--- config.mk ---
export PLATFORM = sky130hd
export DESIGN_NAME = sequence_generator
export DESIGN_NICKNAME = d
export VERILOG_FILES = /design/src/rtl/sequence_pkg.sv /design/src/rtl/serial_shifter.sv /design/src/rtl/sequence_generator.sv
export SDC_FILE = /design/constraint.sdc
export NUM_CORES = 1
export LEC_CHECK = 0
export CAP_MARGIN = 5
export CORE_ASPECT_RATIO = 1.2
export CORE_MARGIN = 10
export CORE_UTILIZATION = 53
export CTS_BUF_LIST = sky130_fd_sc_hd__clkbuf_8
export DETAILED_ROUTE_END_ITERATION = 6
export GPL_ROUTABILITY_DRIVEN = 1
export GPL_TIMING_DRIVEN = 0
export MAX_ROUTING_LAYER = met4
export PLACE_DENSITY = 0.8
export SKIP_LAST_GASP = 1
export SYNTH_ARGS = -nofsm -noshare
export SYNTH_HDL_FRONTEND = slang
export SYNTH_SLANG_ARGS = --single-unit
--- constraint.sdc ---
create_clock -name clock -period 1.91 [get_ports clock]
set_input_delay 0.382 -clock clock [delete_from_list [all_inputs] [get_ports clock]]
set_output_delay 0.382 -clock clock [all_outputs]
set_load 0.02 [all_outputs]
--- src/rtl/sequence_pkg.sv ---
// Shared definitions for the serial frame transmitter and its detector peer.
package sequence_pkg;

  localparam logic [1:0] IDLE = 2'd0;
  localparam logic [1:0] SYNC = 2'd1;
  localparam logic [1:0] DATA = 2'd2;
  localparam logic [1:0] GAP  = 2'd3;

  localparam logic [3:0] SYNC_DEFAULT = 4'b1011;

  localparam int DATA_W_DEFAULT = 8;
  localparam int SYNC_W_DEFAULT = 4;
  localparam int GAP_W_DEFAULT  = 2;

  // Bits needed to hold the largest of the three phase lengths.
  function automatic int cnt_width(int a, int b, int c);
    int m;
    m = a;
    if (b > m) m = b;
    if (c > m) m = c;
    if (m < 1) m = 1;
    return $clog2(m + 1);
  endfunction

endpackage

--- src/rtl/serial_shifter.sv ---
// Parallel-load, MSB-first left shift register.
module serial_shifter #(
  parameter int DATA_W = 8
) (
  input  logic              clock,
  input  logic              reset,
  input  logic              load,
  input  logic              shift,
  input  logic [DATA_W-1:0] data,
  output logic              msb
);

  logic [DATA_W-1:0] q;

  always_ff @(posedge clock) begin
    if (!reset) begin
      q <= '0;
    end else if (load) begin
      q <= data;
    end else if (shift) begin
      q <= q << 1;
    end
  end

  assign msb = q[DATA_W-1];

endmodule

--- src/rtl/sequence_generator.sv ---
// Serial frame transmitter: preamble, data word MSB-first, guard zeros.
module sequence_generator
  import sequence_pkg::*;
#(
  parameter int DATA_W = DATA_W_DEFAULT,
  parameter int SYNC_W = SYNC_W_DEFAULT,
  parameter logic [SYNC_W-1:0] SYNC_PATTERN = SYNC_W'(SYNC_DEFAULT),
  parameter int GAP_W  = GAP_W_DEFAULT
) (
  input  logic              clock,
  input  logic              reset,
  input  logic              load_valid,
  input  logic [DATA_W-1:0] load_data,
  input  logic              abort,
  output logic              load_ready,
  output logic              sequence_out,
  output logic              frame_active,
  output logic              frame_done
);

  localparam int CNT_W = cnt_width(DATA_W, SYNC_W, GAP_W);

  localparam logic [CNT_W-1:0] SYNC_LAST = CNT_W'(SYNC_W - 1);
  localparam logic [CNT_W-1:0] DATA_LAST = CNT_W'(DATA_W - 1);
  localparam logic [CNT_W-1:0] GAP_LAST  =
    (GAP_W > 0) ? CNT_W'(GAP_W - 1) : '0;

  logic [1:0]        state, state_d;
  logic [CNT_W-1:0]  cnt, cnt_d;
  logic              done_d;
  logic              accept;
  logic              shift;
  logic              data_msb;
  logic [SYNC_W-1:0] sync_bits;

  serial_shifter #(
    .DATA_W (DATA_W)
  ) u_shifter (
    .clock (clock),
    .reset (reset),
    .load  (accept),
    .shift (shift),
    .data  (load_data),
    .msb   (data_msb)
  );

  always_ff @(posedge clock) begin
    if (!reset) begin
      state      <= IDLE;
      cnt        <= '0;
      frame_done <= 1'b0;
    end else begin
      state      <= state_d;
      cnt        <= cnt_d;
      frame_done <= done_d;
    end
  end

  always_comb begin
    state_d = state;
    cnt_d   = cnt;
    done_d  = 1'b0;
    accept  = 1'b0;
    unique case (state)
      IDLE: begin
        if (load_valid && !abort) begin
          accept  = 1'b1;
          state_d = SYNC;
          cnt_d   = SYNC_LAST;
        end
      end
      SYNC: begin
        if (abort) begin
          state_d = IDLE;
          cnt_d   = '0;
        end else if (cnt == '0) begin
          state_d = DATA;
          cnt_d   = DATA_LAST;
        end else begin
          cnt_d = cnt - CNT_W'(1);
        end
      end
      DATA: begin
        if (abort) begin
          state_d = IDLE;
          cnt_d   = '0;
        end else if (cnt == '0) begin
          if (GAP_W > 0) begin
            state_d = GAP;
            cnt_d   = GAP_LAST;
          end else begin
            state_d = IDLE;
            done_d  = 1'b1;
          end
        end else begin
          cnt_d = cnt - CNT_W'(1);
        end
      end
      GAP: begin
        if (abort) begin
          state_d = IDLE;
          cnt_d   = '0;
        end else if (cnt == '0) begin
          state_d = IDLE;
          done_d  = 1'b1;
        end else begin
          cnt_d = cnt - CNT_W'(1);
        end
      end
      default: begin
        state_d = IDLE;
        cnt_d   = '0;
      end
    endcase
  end

  assign sync_bits = SYNC_PATTERN >> cnt;
  assign shift     = (state == DATA);

  always_comb begin
    load_ready   = 1'b0;
    frame_active = 1'b0;
    sequence_out = 1'b0;
    unique case (state)
      IDLE: load_ready = 1'b1;
      SYNC: begin
        frame_active = 1'b1;
        sequence_out = sync_bits[0];
      end
      DATA: begin
        frame_active = 1'b1;
        sequence_out = data_msb;
      end
      GAP:  frame_active = 1'b1;
      default: load_ready = 1'b0;
    endcase
  end

endmodule

==> results.txt <==
async set-reset flop share out of synthesis: 0%
Mapped Cells: 101
Nets: 137
CP Buf/Inv Count: 3
ys flop type: dfxtp_1
Vert. Die Dim: 65.63 um
highest ir drop seen on vdd: 0.4764 mV
Netlist Area Pre-Place: 919.6 um^2
RSZ-0062 raised after global routing: true
clock skew: 0.003551 ns
CTS Root Cell: clkbuf_8
DP Wirelength: 1.453 mm
Worst-Skew Late Latency: 0.25 ns
slowest CP cell: dfxtp_1
clock period minus worst slack: 1.887 ns
worst path cell trace: inv_1 > ha_1 > buf_4 > a32oi_1 > nor2b_1 > clkbuf_2
DRT iter0 DRCs: 17
Sw Share: 32.14%
first-pass GRT wire length: 3.187 mm
Max Cap Violations: 0
vias in the first global route: 721
Yosys cell types: 36
routability congestion estimate: 0.8894
Area after DPL: 0.001082 mm^2
Final Worst Setup Slack: 0.02285 ns
fin area: 0.001120 mm^2
internal cell power: 0.6197 mW
Worst-Margin Slew: 0.6205 ns
total grt overflow: 0
Die Area: 0.003808 mm^2
Critical Path Sink Type: primary output
post-route ant nets: 0
Worst setup SP type: register
combinational power share: 32.4%
NetSw: 0.2935 mW
Post-synth EDFFs: 0
DRC: 0
Synth top area share: 32.65%
max-slew violations: 0
most frequent cell after synthesis: dfxtp_1
Synth Area per Inst: 9.105 um^2
clk sink count: 15
Final TNS setup: 0 ns
register area share after synthesis: 32.65%
Seq pwr share: 40.3%
hold buffers post-CTS: 0
Starting Density: 56.02%
reg2reg setup slack: 0.18 ns
final hold vios: 0
FF+latch count, synth: 15
boundary pin count: 16
CORE AREA: 0.001642 mm^2
Final Hold Slack: 0.4783 ns
port bufs: 14
Yosys top cell by area: dfxtp_1
number of antenna violations at the first check in global routing: 0
crit share post-route: 98.80%
commonest cells in the netlist: dfxtp_1, nor2_1, mux2i_1
max incr delay on CP: 0.36 ns
Place WS: -0.1768 ns
layout cells sized above 1: 16.81%
Syn Nets: 118
critical path startpoint: state[0]
row cnt: 16
main area contributors after synthesis: dfxtp_1, a211oi_2, mux2i_1
aggregate global-route resource usage: 10.56%
Area Growth Syn to Fin: 21.77%
status: completed
Slew HR: 58.63%
Clk pwr share: 27.3%
end of the critical path: sequence_out
Peak Freq: 529.9 MHz
largest net degree at the start of global routing: 11
final setup vio count: 0
first drt pass iteration count: 4
Final Util: 68.22%
TritonCTS clock tree: yes
synth warn: 0
detailed-route wire length: 1.944 mm
Setup CP Type: register to primary output
Hold Crit Class: input port to register
wire length per cell: 14.19 um
Critical R2R Capture: u_shifter.q[7]
Leak: 0.4428 nW
CP Max Fanout: 10
cts bufs inserted: 3
Worst Path Required: 1.53 ns
Reg2Reg Launch Point: state[0]
R2R depth: 9
drt via density: 5.664
via count: 776
Levels on crit path: 6
Power Dens Cells: 815.5 mW/mm^2
Longest Clk Path Bufs: 2
antenna cells: 0
H-tree levels: 1
Arr. time, crit path: 1.51 ns
Die X: 58.03 um
family with the most delay on the worst path: buffers and inverters
Setup Fix Bufs, Post-CTS: 0
clock transition at the registers of the reported paths: 0.06 ns
[registers in the layout, summed over array words and instances (netlist names)]
signal       count
state            2
u_shifter.q      8
frame_done       1
cnt              4
[tightest hold or removal path: cells and delay by family]
family / cells / cell delay, ns
and+or+nand+nor: 2 / 0.13
AOI/OAI and AO/OA: 1 / 0.05
buffers and inverters: 1 / 0.11
[power by group through the flow]
| stage | Combinational, mW | Sequential (mW) | Clock, mW |
|---|---|---|---|
| finish | 0.296 | 0.368 | 0.249 |
| global route | 0.326 | 0.372 | 0.262 |
| CTS | 0.298 | 0.368 | 0.252 |
| detailed placement | 0.297 | 0.374 | 0 |
| global placement | 0.292 | 0.373 | 0 |
| floorplan | 0.216 | 0.368 | 0 |
[cell families (layout without fill, tap and decap cells)]
group / Yosys count / count (layout) / synth area share [%]
AOI/OAI and AO/OA: 26 / 26 / 23.95
adders and majority gates: 5 / 5 / 6.803
buffers and inverters: 13 / 31 / 7.619
DFF: 15 / 15 / 32.65
muxes: 8 / 8 / 8.708
and+or+nand+nor: 34 / 34 / 20.27
[layout make-up]
cell class	count	area [um^2]
multi-input combinational	73	549.3
fill	149	521.8
sequential	15	300.3
timing repair buffer	14	130.1
buffer	6	46.29
clock buffer	3	41.29
inverter	7	26.28
tap	18	22.52
clock inverter	1	3.754
[timing repair]
| item | 4_1_cts | 5_1_grt |
|---|---|---|
| resized for setup | 3 | 4 |
| gates cloned | 0 | 0 |
| endpoints found under the setup margin | 2 | 2 |
[through the flow]
| stage | cells | total power [mW] |
|---|---|---|
| 3_5_place_dp | 133 | 0.6713 |
| 6_report | 137 | 0.9132 |
| 5_1_grt | 137 | 0.9593 |
| 3_3_place_gp | 133 | 0.6645 |
| 2_1_floorplan | 101 | 0.5839 |
| 4_1_cts | 137 | 0.9168 |
[worst min-delay path by stage]
stage / slack [ns] / endpoint / depth (start not counted) / startpoint
after floorplan: 0.49 / state[1] / 2 / state[1]
after global placement: 0.52 / state[1] / 2 / state[1]
after detailed placement: 0.53 / state[1] / 2 / state[1]
after CTS: 0.48 / state[1] / 4 / abort
after global routing: 0.51 / cnt[2] / 4 / abort
final: 0.48 / state[1] / 4 / abort
[cell usage in the layout, fill, tap and decap left out, types with 2 or more instances in the layout]
master	n
ha_1	5
buf_6	2
o21ai_0	3
clkbuf_8	3
nor2_1	14
a211oi_2	7
nor3_1	2
o21ai_1	2
inv_1	8
buf_4	2
clkdlybuf4s50_1	12
or3b_1	2
nand2_1	3
clkbuf_2	2
dfxtp_1	15
nor2b_1	4
a21oi_1	4
mux2i_1	8
[layer usage]
| metal | GRT usage, % | part of all wire (%) |
|---|---|---|
| met1 | 12.14 | 42 |
| met4 | 5.294 | 1.9 |
| met5 | - | 0 |
| met2 | 16.13 | 48 |
| met3 | 3.269 | 7.4 |
(Power assumes the default switching activity.)
